<file path="config.mk">
export PLATFORM = sky130hd
export DESIGN_NAME = m_64spi_queue
export DESIGN_NICKNAME = d
export VERILOG_FILES = /design/src/rtl/m_64spi_queue.sv
export SDC_FILE = /design/constraint.sdc
export NUM_CORES = 1
export LEC_CHECK = 0
export ABC_AREA = 1
export BUFFER_PORTS_ARGS = -buffer_cell sky130_fd_sc_hd__buf_2
export CORE_AREA = 2 2 180 182
export CTS_BUF_LIST = sky130_fd_sc_hd__clkbuf_8
export CTS_CLUSTER_DIAMETER = 120
export DETAILED_ROUTE_END_ITERATION = 16
export DIE_AREA = 0 0 182 184
export PLACE_DENSITY = 0.83
export SYNTH_ARGS = -nofsm -noshare
export SYNTH_HDL_FRONTEND = slang
export SYNTH_SLANG_ARGS = --single-unit
export TNS_END_PERCENT = 50
</file>
<file path="constraint.sdc">
create_clock -name clk -period 3.7 [get_ports clk]
set_input_delay 0.555 -clock clk [delete_from_list [all_inputs] [get_ports clk]]
set_output_delay 0.555 -clock clk [all_outputs]
set_load 0.03 [all_outputs]
</file>
<file path="src/rtl/m_64spi_queue.sv">
// Request FIFO in front of a 64-bit SPI engine; one transfer in flight, response held until consumed.
// Optional watchdog on stuck transfers: define XFER_TIMEOUT_EN.
module m_64spi_queue #(
   parameter int DEPTH          = 4,
   parameter int TIMEOUT_CYCLES = 4096
) (
   input  logic        clk,
   input  logic        I_RESETN,
   input  logic        req_valid,
   output logic        req_ready,
   input  logic [63:0] req_data,
   output logic        xfer_start,
   output logic [63:0] xfer_out,
   input  logic [63:0] xfer_in,
   input  logic        xfer_status,
   output logic        rsp_valid,
   input  logic        rsp_ready,
   output logic [63:0] rsp_data,
   output logic        busy,
   output logic [4:0]  req_count,
   output logic [15:0] xfer_cnt,
   output logic        err
);
   localparam int         PW      = $clog2(DEPTH);
   localparam logic [4:0] DEPTH_W = 5'(DEPTH);

   if (DEPTH < 2 || DEPTH > 16 || (DEPTH & (DEPTH - 1)) != 0 ||
       TIMEOUT_CYCLES < 1 || TIMEOUT_CYCLES > 65535) begin : g_bad_param
      $error("m_64spi_queue: illegal DEPTH or TIMEOUT_CYCLES");
   end

   typedef enum logic [2:0] {IDLE, START, WAIT_HI, WAIT_LO, CAPTURE, RSP} state_t;

   state_t        r_state;
   logic [63:0]   r_mem [DEPTH];
   logic [PW-1:0] r_wr_ptr;
   logic [PW-1:0] r_rd_ptr;
   logic [4:0]    r_count;
   logic          w_push;
   logic          w_pop;
   logic          w_tmo_hit;

   assign req_ready = (r_count < DEPTH_W);
   assign req_count = r_count;
   assign busy      = (r_state != IDLE);
   assign w_push    = req_valid && req_ready;
   // A pop is exactly the IDLE->START transition; status must be low so a stale engine can't be restarted.
   assign w_pop     = (r_state == IDLE) && (r_count != '0) && !rsp_valid && !xfer_status;

   always_ff @(posedge clk) begin
      if (w_push) r_mem[r_wr_ptr] <= req_data;
   end

   always_ff @(posedge clk or negedge I_RESETN) begin
      if (!I_RESETN) begin
         r_wr_ptr <= '0;
         r_rd_ptr <= '0;
         r_count  <= '0;
      end else begin
         if (w_push) r_wr_ptr <= r_wr_ptr + PW'(1);
         if (w_pop)  r_rd_ptr <= r_rd_ptr + PW'(1);
         case ({w_push, w_pop})
            2'b10:   r_count <= r_count + 5'd1;
            2'b01:   r_count <= r_count - 5'd1;
            default: r_count <= r_count;
         endcase
      end
   end

`ifdef XFER_TIMEOUT_EN
   localparam logic [15:0] TMO_LAST = 16'(TIMEOUT_CYCLES - 1);
   logic [15:0] r_tmo;
   logic        r_err;

   assign w_tmo_hit = ((r_state == WAIT_HI) || (r_state == WAIT_LO)) && (r_tmo == TMO_LAST);
   assign err       = r_err;

   always_ff @(posedge clk or negedge I_RESETN) begin
      if (!I_RESETN) begin
         r_tmo <= '0;
         r_err <= 1'b0;
      end else begin
         if (r_state == START) r_tmo <= '0;
         else if ((r_state == WAIT_HI) || (r_state == WAIT_LO)) r_tmo <= r_tmo + 16'd1;
         if (w_tmo_hit) r_err <= 1'b1;
      end
   end
`else
   assign w_tmo_hit = 1'b0;
   assign err       = 1'b0;
`endif

   always_ff @(posedge clk or negedge I_RESETN) begin
      if (!I_RESETN) begin
         r_state    <= IDLE;
         xfer_start <= 1'b0;
         xfer_out   <= '0;
         rsp_valid  <= 1'b0;
         rsp_data   <= '0;
         xfer_cnt   <= '0;
      end else if (w_tmo_hit) begin
         xfer_start <= 1'b0;
         rsp_data   <= 64'hDEAD_DEAD_DEAD_DEAD;
         rsp_valid  <= 1'b1;
         r_state    <= RSP;
      end else begin
         case (r_state)
            IDLE: begin
               if (w_pop) begin
                  xfer_out   <= r_mem[r_rd_ptr];
                  xfer_start <= 1'b1;
                  r_state    <= START;
               end
            end
            START: r_state <= WAIT_HI;
            WAIT_HI: begin
               if (xfer_status) begin
                  xfer_start <= 1'b0;
                  r_state    <= WAIT_LO;
               end
            end
            WAIT_LO: begin
               if (!xfer_status) r_state <= CAPTURE;
            end
            CAPTURE: begin
               rsp_data  <= xfer_in;
               rsp_valid <= 1'b1;
               xfer_cnt  <= xfer_cnt + 16'd1;
               r_state   <= RSP;
            end
            RSP: begin
               if (rsp_ready) begin
                  rsp_valid <= 1'b0;
                  r_state   <= IDLE;
               end
            end
            default: r_state <= IDLE;
         endcase
      end
   end
endmodule

</file>
# Word level (Yosys, flattened, before mapping)
# Memories as Yosys holds them, arrays and structs flattened. A register that Yosys moved wholly into a read port is not among the register bits.
# Cells that the tools add are included.
[classes] n_addsub=5 order_cmp=1 eq_ne=11 n_reduce_logical=17 mux=13
[op_table] operator="3-bit one-hot mux with 6 select lines" n=1
[op_table] operator="16-bit by 1-bit adder with 16-bit output, second input constant" n=1
[op_table] operator="3-bit two-way mux" n=4
[op_table] operator="5-bit one-hot mux with 2 select lines" n=1
[op_table] operator="2-bit != test, second input constant" n=4
[op_table] operator="3-bit by 2-bit == test with 1-bit output, second input constant" n=2
[op_table] operator="3-bit == test, second input constant" n=2
[op_table] operator="2-bit nonzero test" n=3
[op_table] operator="5-bit by 1-bit adder with 5-bit output, second input constant" n=1
[op_table] operator="5-bit by 3-bit < comparator with 1-bit output, second input constant" n=1
[op_table] operator="1-bit two-way mux" n=5
[op_table] operator="5-bit nonzero test" n=1
[op_table] operator="5-bit by 1-bit subtractor with 5-bit output, second input constant" n=1
[op_table] operator="2-bit by 1-bit adder with 2-bit output, second input constant" n=2
[op_table] operator="1-bit logical AND" n=4
[op_table] operator="1-bit one-hot mux with 2 select lines" n=2
[op_table] operator="2-bit AND reduction" n=2
[op_table] operator="4-bit AND reduction" n=1
[op_table] operator="3-bit by 1-bit == test with 1-bit output, second input constant" n=1
[op_table] operator="1-bit zero test" n=3
[op_table] operator="3-bit zero test" n=1
[op_table] operator="3-bit AND reduction" n=1
[op_table] operator="3-bit nonzero test" n=1
[op_table] operator="2-bit by 1-bit == test with 1-bit output, second input constant" n=1
[op_table] operator="2-bit == test, second input constant" n=1
[word_totals] regBits=94 ram_bits=256 n_memories=1 wordCells=56 inputBits=133
[mem_list] name="r_mem" depth=4 word_bits=64 read_ports=1 rd_ports_with_merged_regs=1 wr=1 line="35" text="logic [63:0] r_mem [DEPTH];"

# Logic depth before layout (Yosys ltp)
# Gate-level depths: netlist of run 1.
[logic_depth] depth_word=6 depth_mapped=15 depth_no_buf=14

# Worst setup path before layout of run 1
# OpenSTA, ideal clock, no wires.
[synth_path] path_kind="register to register" from="reg r_count[4], in the netlist req_count[4]" to="mem r_mem[0][0], enable pin" n_path_buf=0 period_less_slack_ns=4.375 required_time_ns=3.213 setup_ns=0.487 slack_ns=-0.675 path_stages_with_launch=6 arrival_ns=3.888 cell_sequence="dfrtp_1 nor2_1 nand2_1 inv_1 nand2_1 nor2_1"
[synth_via] elab_chain_cells=4
[synth_lines] item="start: declaration" line="38" text="logic [4:0] r_count;"
[synth_lines] item="start signal: assignment" line="63" text="2'b10: r_count <= r_count + 5'd1;"
[synth_lines] item="start signal: assignment" line="64" text="2'b01: r_count <= r_count - 5'd1;"
[synth_lines] item="start signal: assignment" line="65" text="default: r_count <= r_count;"
[synth_lines] item="5-bit by 3-bit < comparator with 1-bit output" line="43" text="assign req_ready = (r_count < DEPTH_W);"
[synth_lines] item="named net req_ready" line="10" text="output logic req_ready,"
[synth_lines] item="1-bit logical AND" line="46" text="assign w_push = req_valid && req_ready;"
[synth_lines] item="1-bit two-way mux" line="51" text="if (w_push) r_mem[r_wr_ptr] <= req_data;"
[synth_lines] item="1-bit two-way mux (not written as such)" line="51"
[synth_lines] item="end: declaration" line="35"
# The timed path passes the listed nets, and every way through them passes these cells.

# Final worst setup path of run 1
[layout_path] from="reg r_count[2], in the netlist req_count[2]" to="reg r_count[4], in the netlist req_count[4]"
[layout_via] elab_chain_cells=6 elab_cells_between_ends=12 classes_between="add/sub: 2; order compare: 1; eq/ne: 2; mux: 1; reduce/logical: 6"
[layout_lines] item="parallel branches: the longest is 6 deep, another holds 5-bit by 3-bit < comparator with 1-bit output"
# Several ways; the timed one is not identified.
# A chain may end at the register's enable or synchronous reset.

==> flow_summary.json, run 1 <==
{
  "clock-root-buffer": "clkbuf_8",
  "syn_area_sq_mm": 0.01612,
  "synthCells": 1443,
  "path_max_fanout": 8,
  "ys_seq_area_share_pct": 72.24,
  "reg2reg_to": "req_count[4]",
  "syn2layout_area_growth_pct": 19.15,
  "period_needed_ns": 2.504,
  "synth_fp_nets": 1586,
  "power.density_mw_per_mm2": 816.9,
  "power.leakage_nw": 8.469,
  "critPathLaunchType": "register",
  "finClkSkew_ns": 0.03108,
  "grt_max_degree": 114,
  "vias": 11430,
  "ir_worst_vdd_mv": 0.4819,
  "p_switching_mw": 6.329,
  "reg2reg_from": "req_count[2]",
  "p_seq_share_pct": 41.8,
  "reg2reg_setup_slack_ns": 1.20,
  "antenna_found_initial": 10,
  "timing.fmax_mhz": 399.4,
  "status": "complete, no violations",
  "dp_worst_setup_slack_ns": 1.184,
  "wl_per_cell_microns": 16.92,
  "setup_ws_ns": 1.196,
  "grt_usage_pct": 22.26,
  "ios": 287,
  "postLayoutCoreUtil_pct": 61.17,
  "clock_latency_ns": 0.58,
  "drtAntennaViolNets": 0,
  "drt_first_pass_iters": 5,
  "end_kind": "register",
  "seq_area_sq_mm": 0.01165,
  "swShare_pct": 40.35,
  "place_inst": 2074,
  "drv_slew": 0,
  "p_clk_share_pct": 23.7,
  "final_cells": 2203,
  "num_rows": 65,
  "ys_types": 29,
  "drt_wl_total_microns": 37270,
  "multi_input_area_sq_mm": 0.004019,
  "coreArea_sq_mm": 0.03139,
  "dieArea_sq_mm": 0.03349,
  "cts_made_buffers": 67,
  "max-cap-violations": 0,
  "cts_max_path_buffers": 3,
  "drive_above_1_share_pct": 22.79,
  "die-height_microns": 184,
  "initial_core_util_pct": 51.34,
  "htreeDepth": 3,
  "grt_pass1_vias": 11590,
  "final-setup-viol-count": 0,
  "power.share.combinational_pct": 34.5,
  "place_congestion": 0.8286,
  "io_buffers": 285,
  "cts_tree": "built",
  "viasPerCell": 5.186,
  "drt_iter0_drc": 662,
  "place_hpwl_microns": 21700,
  "syn_avg_cell_area_sq_um": 11.17,
  "intPower_mw": 9.357,
  "fillCellCount": 2373,
  "rsz0062_at_grt": "false",
  "worstPathRequired_ns": 4.21,
  "worst_slew_pin_slew_ns": 1.170,
  "ys_warn_count": 0,
  "critPathKind": "register to register",
  "whs_ns": 0.09368,
  "grt.overflow.total": 0,
  "worstRegToRegCells": 13,
  "drc": 0,
  "cts_setup_buffers": 0,
  "hold_violations": 0,
  "period_share_pct": 67.67,
  "die_width_microns": 182,
  "fin_nets": 1884,
  "hp-class": "input pin to async pin",
  "clock_sinks": 414,
  "cts_resized": 0,
  "max-slew-margin-rel_pct": 21.98,
  "arrival_ns": 3.01,
  "clk_pin_slew_ns": 0.06,
  "ys_ff_latch": 414,
  "tns_ns": 0,
  "grt_pass1_wl_microns": 58750,
  "cts-hold-fix-buffers": 0
}
-- power by group through the flow --
stage	registers, mW	logic (mW)	clock network, mW
floorplan	7.83	2.51	0
global placement	6.58	5.24	0
detailed placement	6.62	5.42	0
CTS	6.55	5.44	3.83
global route	6.66	5.98	4.02
finish	6.55	5.41	3.72
-- synth_stat cells --
cell / number / share of area [%]
nand2_1: 442 / 10
edfxtp_1: 256 / 48
nor2_1: 218 / 5.1
o21ai_0: 176 / 5.5
dfrtp_1: 158 / 25
clkbuf_1: 38 / 0.89
inv_1: 29 / 0.68
o21ai_1: 26 / 0.81
buf_2: 21 / 0.65
nand3_1: 13 / 0.40
ha_1: 9 / 0.70
xor2_1: 9 / 0.49
buf_6: 7 / 0.49
buf_4: 6 / 0.28
a21oi_1: 5 / 0.16
nand2_2: 4 / 0.16
nor2_2: 4 / 0.16
xnor2_1: 4 / 0.22
nand3b_1: 3 / 0.14
nand4_1: 3 / 0.12
nor2_4: 3 / 0.21
a21o_1: 2 / 0.093
a31oi_1: 1 / 0.039
clkinv_1: 1 / 0.023
conb_1: 1 / 0.023
fa_1: 1 / 0.12
inv_2: 1 / 0.023
nor3_1: 1 / 0.031
or2_1: 1 / 0.039
-- through the flow --
step | area [sq um] | power [mW]
4_1_cts | 19190 | 15.82
3_5_place_dp | 17900 | 12.03
3_3_place_gp | 17900 | 11.82
2_1_floorplan | 16120 | 10.34
6_report | 19200 | 15.69
5_1_grt | 19190 | 16.67
-- area by class of cell --
cell class / count / area share (%)
clock buffers: 73 / 5.232
multi-input cells: 926 / 20.93
inverters: 31 / 0.6125
repair buffers: 301 / 8.412
diodes: 6 / 0.07819
clock inverters: 50 / 1.453
flip-flops and latches: 414 / 60.66
well taps: 402 / 2.619
-- worst max-delay path by stage --
stage	start	end	cells after the start
CTS	req_count[2]	req_count[4]	13
global route	req_count[2]	req_count[4]	13
finish	req_count[2]	req_count[4]	13
detailed placement	req_valid	req_count[4]	11
global placement	req_valid	req_count[4]	11
floorplan	req_count[4]	r_mem[0][0]	5
-- kinds of logic (layout without fill, tap and decap cells) --
family          count (synthesis)  after routing  synth area share (%)
simple gates                  692            692                 16.62
fa+ha+maj                      10             10                0.8230
xor+xnor                       13             13                0.7065
flops                         414            414                 72.24
buf+inv                       103            455                 3.028
compound gates                210            210                 6.560
other cells                     1              7               0.02327
-- registers in the layout, summed over array words and instances (netlist names) --
signal	cells
xfer_cnt	16
r_wr_ptr	2
rsp_data	64
rsp_valid	1
req_count	5
r_state	3
r_rd_ptr	2
xfer_out	64
xfer_start	1
r_mem	256
-- critical path: stages (launching register included) --
cell and delay [ns]:
dfrtp_1 0.39, inv_1 0.09, nand2_1 0.07, inv_1 0.05
nand2_1 0.40, ha_1 0.37, inv_1 0.09, fa_1 0.37
inv_1 0.10, nand3_1 0.12, a21o_1 0.21, nand2_1 0.07
nand2_1 0.06, nand2_1 0.05
-- cell usage in the layout (no fill, tap or decap), types with 9 or more instances in the layout --
cell      instances
ha_1              9
dfrtp_1         156
buf_4            11
inv_1            54
clkinv_1         10
edfxtp_1        256
xor2_1            9
o21ai_1          26
nor2_1          214
clkbuf_8         73
buf_2           284
nand2_1         441
o21ai_0         176
nand3_1          13
-- layer usage --
layer	up-vias	track usage, %	wire length, microns
li1	5412	-	-
met1	5392	26.80	14790
met2	508	38.12	18020
met3	105	5.983	3261
met4	8	9.290	1139
met5	-	0	55
Power figures use the tool's default switching activity.
==> run 2, diff against run 1 <==
==> constraint.sdc (replaced) <==
create_clock -name clk -period 2.2 [get_ports clk]
set_input_delay 0.33 -clock clk [delete_from_list [all_inputs] [get_ports clk]]
set_output_delay 0.33 -clock clk [all_outputs]
set_load 0.03 [all_outputs]
==> run 2 against run 1 <==
Register-to-register slack got worse by 1.1 ns. Critical path depth unchanged. Worst hold slack got worse by 0.053 ns. Highest routed layer unchanged. First-iteration DRC count increased by 42%.
==> flow_summary.json, run 2 (synthesized netlist as in run 1, its figures left out) <==
{
  "drt_wl_total_microns": 41340,
  "ir_worst_vdd_mv": 0.8964,
  "rsz0062_at_grt": "false",
  "viasPerCell": 5.250,
  "max-cap-violations": 0,
  "final_cell_mix": "nand2_1 (440), buf_2 (284), edfxtp_1 (256)",
  "critPathLaunchType": "register",
  "cts_max_path_buffers": 3,
  "critPathKind": "register to register",
  "top_register": "r_mem",
  "timing.fmax_mhz": 479.4,
  "drt_first_pass_iters": 5,
  "hp-class": "input pin to register",
  "postLayoutCoreUtil_pct": 66.28,
  "vias": 12270,
  "clock_sinks": 414,
  "drt_iter0_drc": 939,
  "cpPeakStageDelay_ns": 0.40,
  "antenna_found_initial": 2,
  "arrival_ns": 2.61,
  "cp_num_cells": 13,
  "path_cells": "or2_1 -> nor2_2 -> nand2_2 -> inv_2 -> ha_2 -> inv_1 -> fa_2 -> inv_2 -> nand3_2 -> a21o_1 -> nand2_1 -> nand2_1 -> nand2_1",
  "cp_top_family": "simple AND/OR/NAND/NOR gates",
  "grt_pass1_wl_microns": 64690,
  "place_congestion": 0.8354,
  "period_share_pct": 94.82,
  "drive_above_1_share_pct": 23.11,
  "status": "complete, no violations",
  "drtAntennaViolNets": 0,
  "largest_reg_flops": 256,
  "clock_latency_ns": 0.59,
  "cts_tree": "built",
  "place_area_sq_mm": 0.01808,
  "top_regs": "r_mem (256), rsp_data (64), xfer_out (64)",
  "worstPathRequired_ns": 2.72,
  "end_kind": "register",
  "crit_top_cell": "nand2_1",
  "syn2layout_area_growth_pct": 29.12,
  "die_width_microns": 182,
  "place_inst": 2087,
  "max-slew-margin-rel_pct": 43.36,
  "wl_per_cell_microns": 17.69,
  "whs_path_depth": 3,
  "grt_max_degree": 99,
  "grt_usage_pct": 24.60,
  "period_needed_ns": 2.086,
  "slowest_stage": "dfrtp_2",
  "final_cells": 2337,
  "power.density_mw_per_mm2": 1334,
  "path_max_fanout": 3,
  "io_buffers": 285,
  "final_common_cell": "nand2_1",
  "fin_nets": 2024,
  "drc": 0,
  "clock-root-buffer": "clkbuf_8",
  "reg2reg_setup_slack_ns": 0.11,
  "finClkSkew_ns": 0.04538,
  "whs_ns": 0.04104,
  "stdcell_area_sq_mm": 0.02081,
  "cts_made_buffers": 66,
  "worstRegToRegCells": 13,
  "power.leakage_nw": 9.118,
  "clk_pin_slew_ns": 0.06,
  "ios": 287,
  "drv_slew": 0,
  "hold_violations": 0,
  "num_rows": 65,
  "htreeDepth": 3,
  "worst_slew_pin_slew_ns": 0.8497,
  "grt.overflow.total": 0,
  "final-setup-viol-count": 0,
  "coreArea_sq_mm": 0.03139,
  "crit_buf_inv": 3,
  "initial_core_util_pct": 51.34,
  "grt_pass1_vias": 12770,
  "place_hpwl_microns": 23190,
  "die-height_microns": 184,
  "dieArea_sq_mm": 0.03349
}
-- run 2: metrics by stage --
| stage | setup WS (ns) | setup TNS [ns] | power (mW) |
|---|---|---|---|
| after floorplan | -0.1213 | -26.99 | 17.43 |
| after global placement | 0.1649 | 0 | 20.13 |
| after detailed placement | 0.04430 | 0 | 20.51 |
| after CTS | 0.01873 | 0 | 27.57 |
| after global routing | 0.01552 | 0 | 29.33 |
| final | 0.1139 | 0 | 27.77 |
-- run 2: final timing paths --
path | start | end
min reg2reg | xfer_out[1] | xfer_out[1]
min | xfer_in[9] | rsp_data[9]
max in group asynchronous | I_RESETN | xfer_cnt[9]
min in group asynchronous | I_RESETN | xfer_out[7]
max reg2reg | rsp_valid | req_count[4]
max | rsp_valid | req_count[4]
-- run 2: final cells by class --
type,instances,area [sq um]
Sequential cell,414,11650
Tap cell,402,503.0
Fill cell,2166,10590
Multi-Input combinational cell,926,4081
Antenna cell,1,2.502
Clock inverter,44,346.6
Timing Repair Buffer,442,3039
Inverter,31,120.1
Clock buffer,77,1060
-- run 2: layer usage --
metal / vias to the layer above / routed length [microns] / track usage (%)
li1: 5681 / - / -
met1: 5890 / 15220 / 27.61
met2: 584 / 21010 / 43.83
met3: 113 / 3558 / 5.983
met4: 2 / 1546 / 12.48
met5: - / 15 / 0
-- run 2: what timing repair did --
action | CTS | global route
setup buffers | 0 | 2
hold buffers | 126 | 0
setup endpoints to repair | 0 | 1
gates resized for setup | 0 | 11
endpoints found under the hold margin | 360 | 0
-- run 2: report_power, final --
part / internal, mW / switching (mW)
Sequential: 9.92 / 1.10
Clock: 3.83 / 3.05
Combinational: 2.95 / 6.91
Total: 16.7 / 11.1
-- run 2: worst register-to-register path: stages, from the launching register on --
cell	delay (ns)
dfrtp_2	0.40
or2_1	0.24
nor2_2	0.12
nand2_2	0.07
inv_2	0.06
ha_2	0.18
inv_1	0.06
fa_2	0.33
inv_2	0.08
nand3_2	0.08
a21o_1	0.19
nand2_1	0.08
nand2_1	0.06
nand2_1	0.07
==> run 3, diff against run 2 <==
==> config.mk (replaced) <==
export PLATFORM = sky130hd
export DESIGN_NAME = m_64spi_queue
export DESIGN_NICKNAME = d
export VERILOG_FILES = /design/src/rtl/m_64spi_queue.sv
export SDC_FILE = /design/constraint.sdc
export NUM_CORES = 1
export LEC_CHECK = 0
export ABC_AREA = 1
export CORE_AREA = 2 2 175 177
export CTS_BUF_LIST = sky130_fd_sc_hd__clkbuf_8
export CTS_CLUSTER_DIAMETER = 120
export DETAILED_ROUTE_END_ITERATION = 16
export DIE_AREA = 0 0 177 179
export DONT_BUFFER_PORTS = 1
export PLACE_DENSITY = 0.78
export SYNTH_ARGS = -nofsm -noshare
export SYNTH_HDL_FRONTEND = slang
export SYNTH_SLANG_ARGS = --single-unit
export TNS_END_PERCENT = 50
==> run 3 against run 2 <==
The run now ends with hold timing left. Count of clock-buffer cells in the layout is 4 lower. First-iteration DRC count fell by 23%. Worst hold slack lost 0.59 ns. Final area decreased by 7.3%. Core utilization decreased by 2.0 points. Critical path type unchanged. Highest routed layer is now met4.
==> flow_summary.json, run 3 (synthesized netlist as in run 1, its figures left out) <==
{
  "swShare_pct": 40.91,
  "drt_wl_total_microns": 37710,
  "wl_per_cell_microns": 18.38,
  "worstPathRequired_ns": 2.71,
  "violations": "hold timing",
  "cts_max_path_buffers": 3,
  "finClkSkew_ns": 0.04255,
  "end_kind": "register",
  "final_cells": 2052,
  "place_hpwl_microns": 20540,
  "p_seq_share_pct": 52.4,
  "clock-root-buffer": "clkbuf_8",
  "grt_max_degree": 159,
  "whs_ns": -0.5511,
  "period_share_pct": 92.56,
  "max-slew-margin-rel_pct": 40.00,
  "coreArea_sq_mm": 0.03003,
  "cts-hold-fix-buffers": 131,
  "final-setup-viol-count": 0,
  "cts_tree": "built",
  "initial_core_util_pct": 53.67,
  "drt_first_pass_iters": 5,
  "fin_nets": 1745,
  "path_max_fanout": 4,
  "power.share.combinational_pct": 23.6,
  "final_cell_mix": "nand2_1 (440), edfxtp_1 (256), nor2_1 (213)",
  "clock_sinks": 414,
  "die_width_microns": 177,
  "dieArea_sq_mm": 0.03168,
  "stdcell_area_sq_mm": 0.01930,
  "drv_slew": 0,
  "critPathKind": "register to register",
  "power.leakage_nw": 7.908,
  "max-cap-violations": 0,
  "place_congestion": 0.8118,
  "die-height_microns": 179,
  "hold_violations": 158,
  "grt.overflow.total": 0,
  "drive_above_1_share_pct": 8.959,
  "grt_pass1_vias": 11030,
  "p_clk_share_pct": 24.0,
  "tns_ns": 0,
  "drc": 0,
  "rsz0062_at_grt": "false",
  "hp-class": "input pin to async pin",
  "io_buffers": 0,
  "arrival_ns": 2.55,
  "htreeDepth": 3,
  "finalPower_mw": 25.74,
  "status": "complete, but fails checks",
  "syn2layout_area_growth_pct": 19.74,
  "cts_made_buffers": 66,
  "p_switching_mw": 10.53,
  "vias": 11060,
  "clock_latency_ns": 0.60,
  "drt_iter0_drc": 720,
  "top_regs": "r_mem (256), rsp_data (64), xfer_out (64)",
  "antenna_found_initial": 4,
  "final_common_cell": "nand2_1",
  "period_needed_ns": 2.036,
  "viasPerCell": 5.391,
  "place_area_sq_mm": 0.01670,
  "place_inst": 1797,
  "grt_pass1_wl_microns": 57270,
  "top_register": "r_mem",
  "drtAntennaViolNets": 0,
  "grt_usage_pct": 23.37,
  "critPathLaunchType": "register",
  "num_rows": 64,
  "timing.fmax_mhz": 491.1,
  "clk_pin_slew_ns": 0.06,
  "largest_reg_flops": 256,
  "ir_worst_vdd_mv": 0.9280,
  "ios": 287,
  "intPower_mw": 15.21,
  "worst_slew_pin_slew_ns": 0.9000,
  "power.density_mw_per_mm2": 1334
}
## run 3: worst max-delay path: stages, from the launching register on
cell	delay, ns
dfrtp_1	0.41
nor2_2	0.17
nand2_2	0.08
nor2_2	0.09
nand2_2	0.07
inv_2	0.07
ha_4	0.14
inv_1	0.05
fa_1	0.37
inv_2	0.09
nand3_2	0.08
a21o_1	0.19
nand2_1	0.06
nand2_1	0.05
nand2_1	0.05
## run 3: path summary, 6_finish.rpt
kind / slack, ns / start / cells after the start / end
min reg2reg: 0.57 / r_mem[1][63] / 4 / xfer_out[63]
min in group clk: 0.38 / xfer_status / 7 / req_count[4]
max reg2reg: 0.16 / r_state[0] / 14 / req_count[4]
max in group asynchronous: 2.48 / I_RESETN / 0 / req_count[3]
max: 0.16 / r_state[0] / 14 / req_count[4]
min: -0.55 / I_RESETN / 0 / rsp_data[37]
## run 3: cell type report
class,count,area (sq um)
clock buffer,73,1005
fill,2129,10730
tap,396,495.5
timing repair buffer,163,1714
clock inverter,45,241.5
sequential,414,11650
inverter,31,120.1
multi-input combinational,926,4059
antenna,4,10.01
## run 3: layer usage
metal | GRT usage, % | share of wire, % | vias up
li1 | - | - | 5129
met3 | 7.464 | 9.9 | 96
met5 | 0 | 0 | -
met1 | 26.93 | 37 | 5323
met4 | 10.81 | 3.5 | 0
met2 | 39.83 | 49 | 514
## run 3: through the flow
step	setup slack, ns	util, %
5_1_grt	0.03689	64.25
4_1_cts	0.1154	64.12
6_report	0.1637	64.26
2_1_floorplan	-0.1213	-
3_5_place_dp	0.1312	55.60
3_3_place_gp	0.1674	55.60
## run 3: repair_timing
item	in CTS	in global routing
setup endpoints to repair	0	1
buffers inserted	0	2
gates resized for setup	0	5
endpoints found under the hold margin	484	158
## run 3: power groups by stage
stage                     Sequential, mW  Combinational [mW]  Clock (mW)
after floorplan                     13.2                4.28           0
after global placement              13.5                5.44           0
after detailed placement            13.6                5.71           0
after CTS                           13.4                5.97        6.28
after global routing                13.7                6.93        6.65
final                               13.5                6.08        6.17
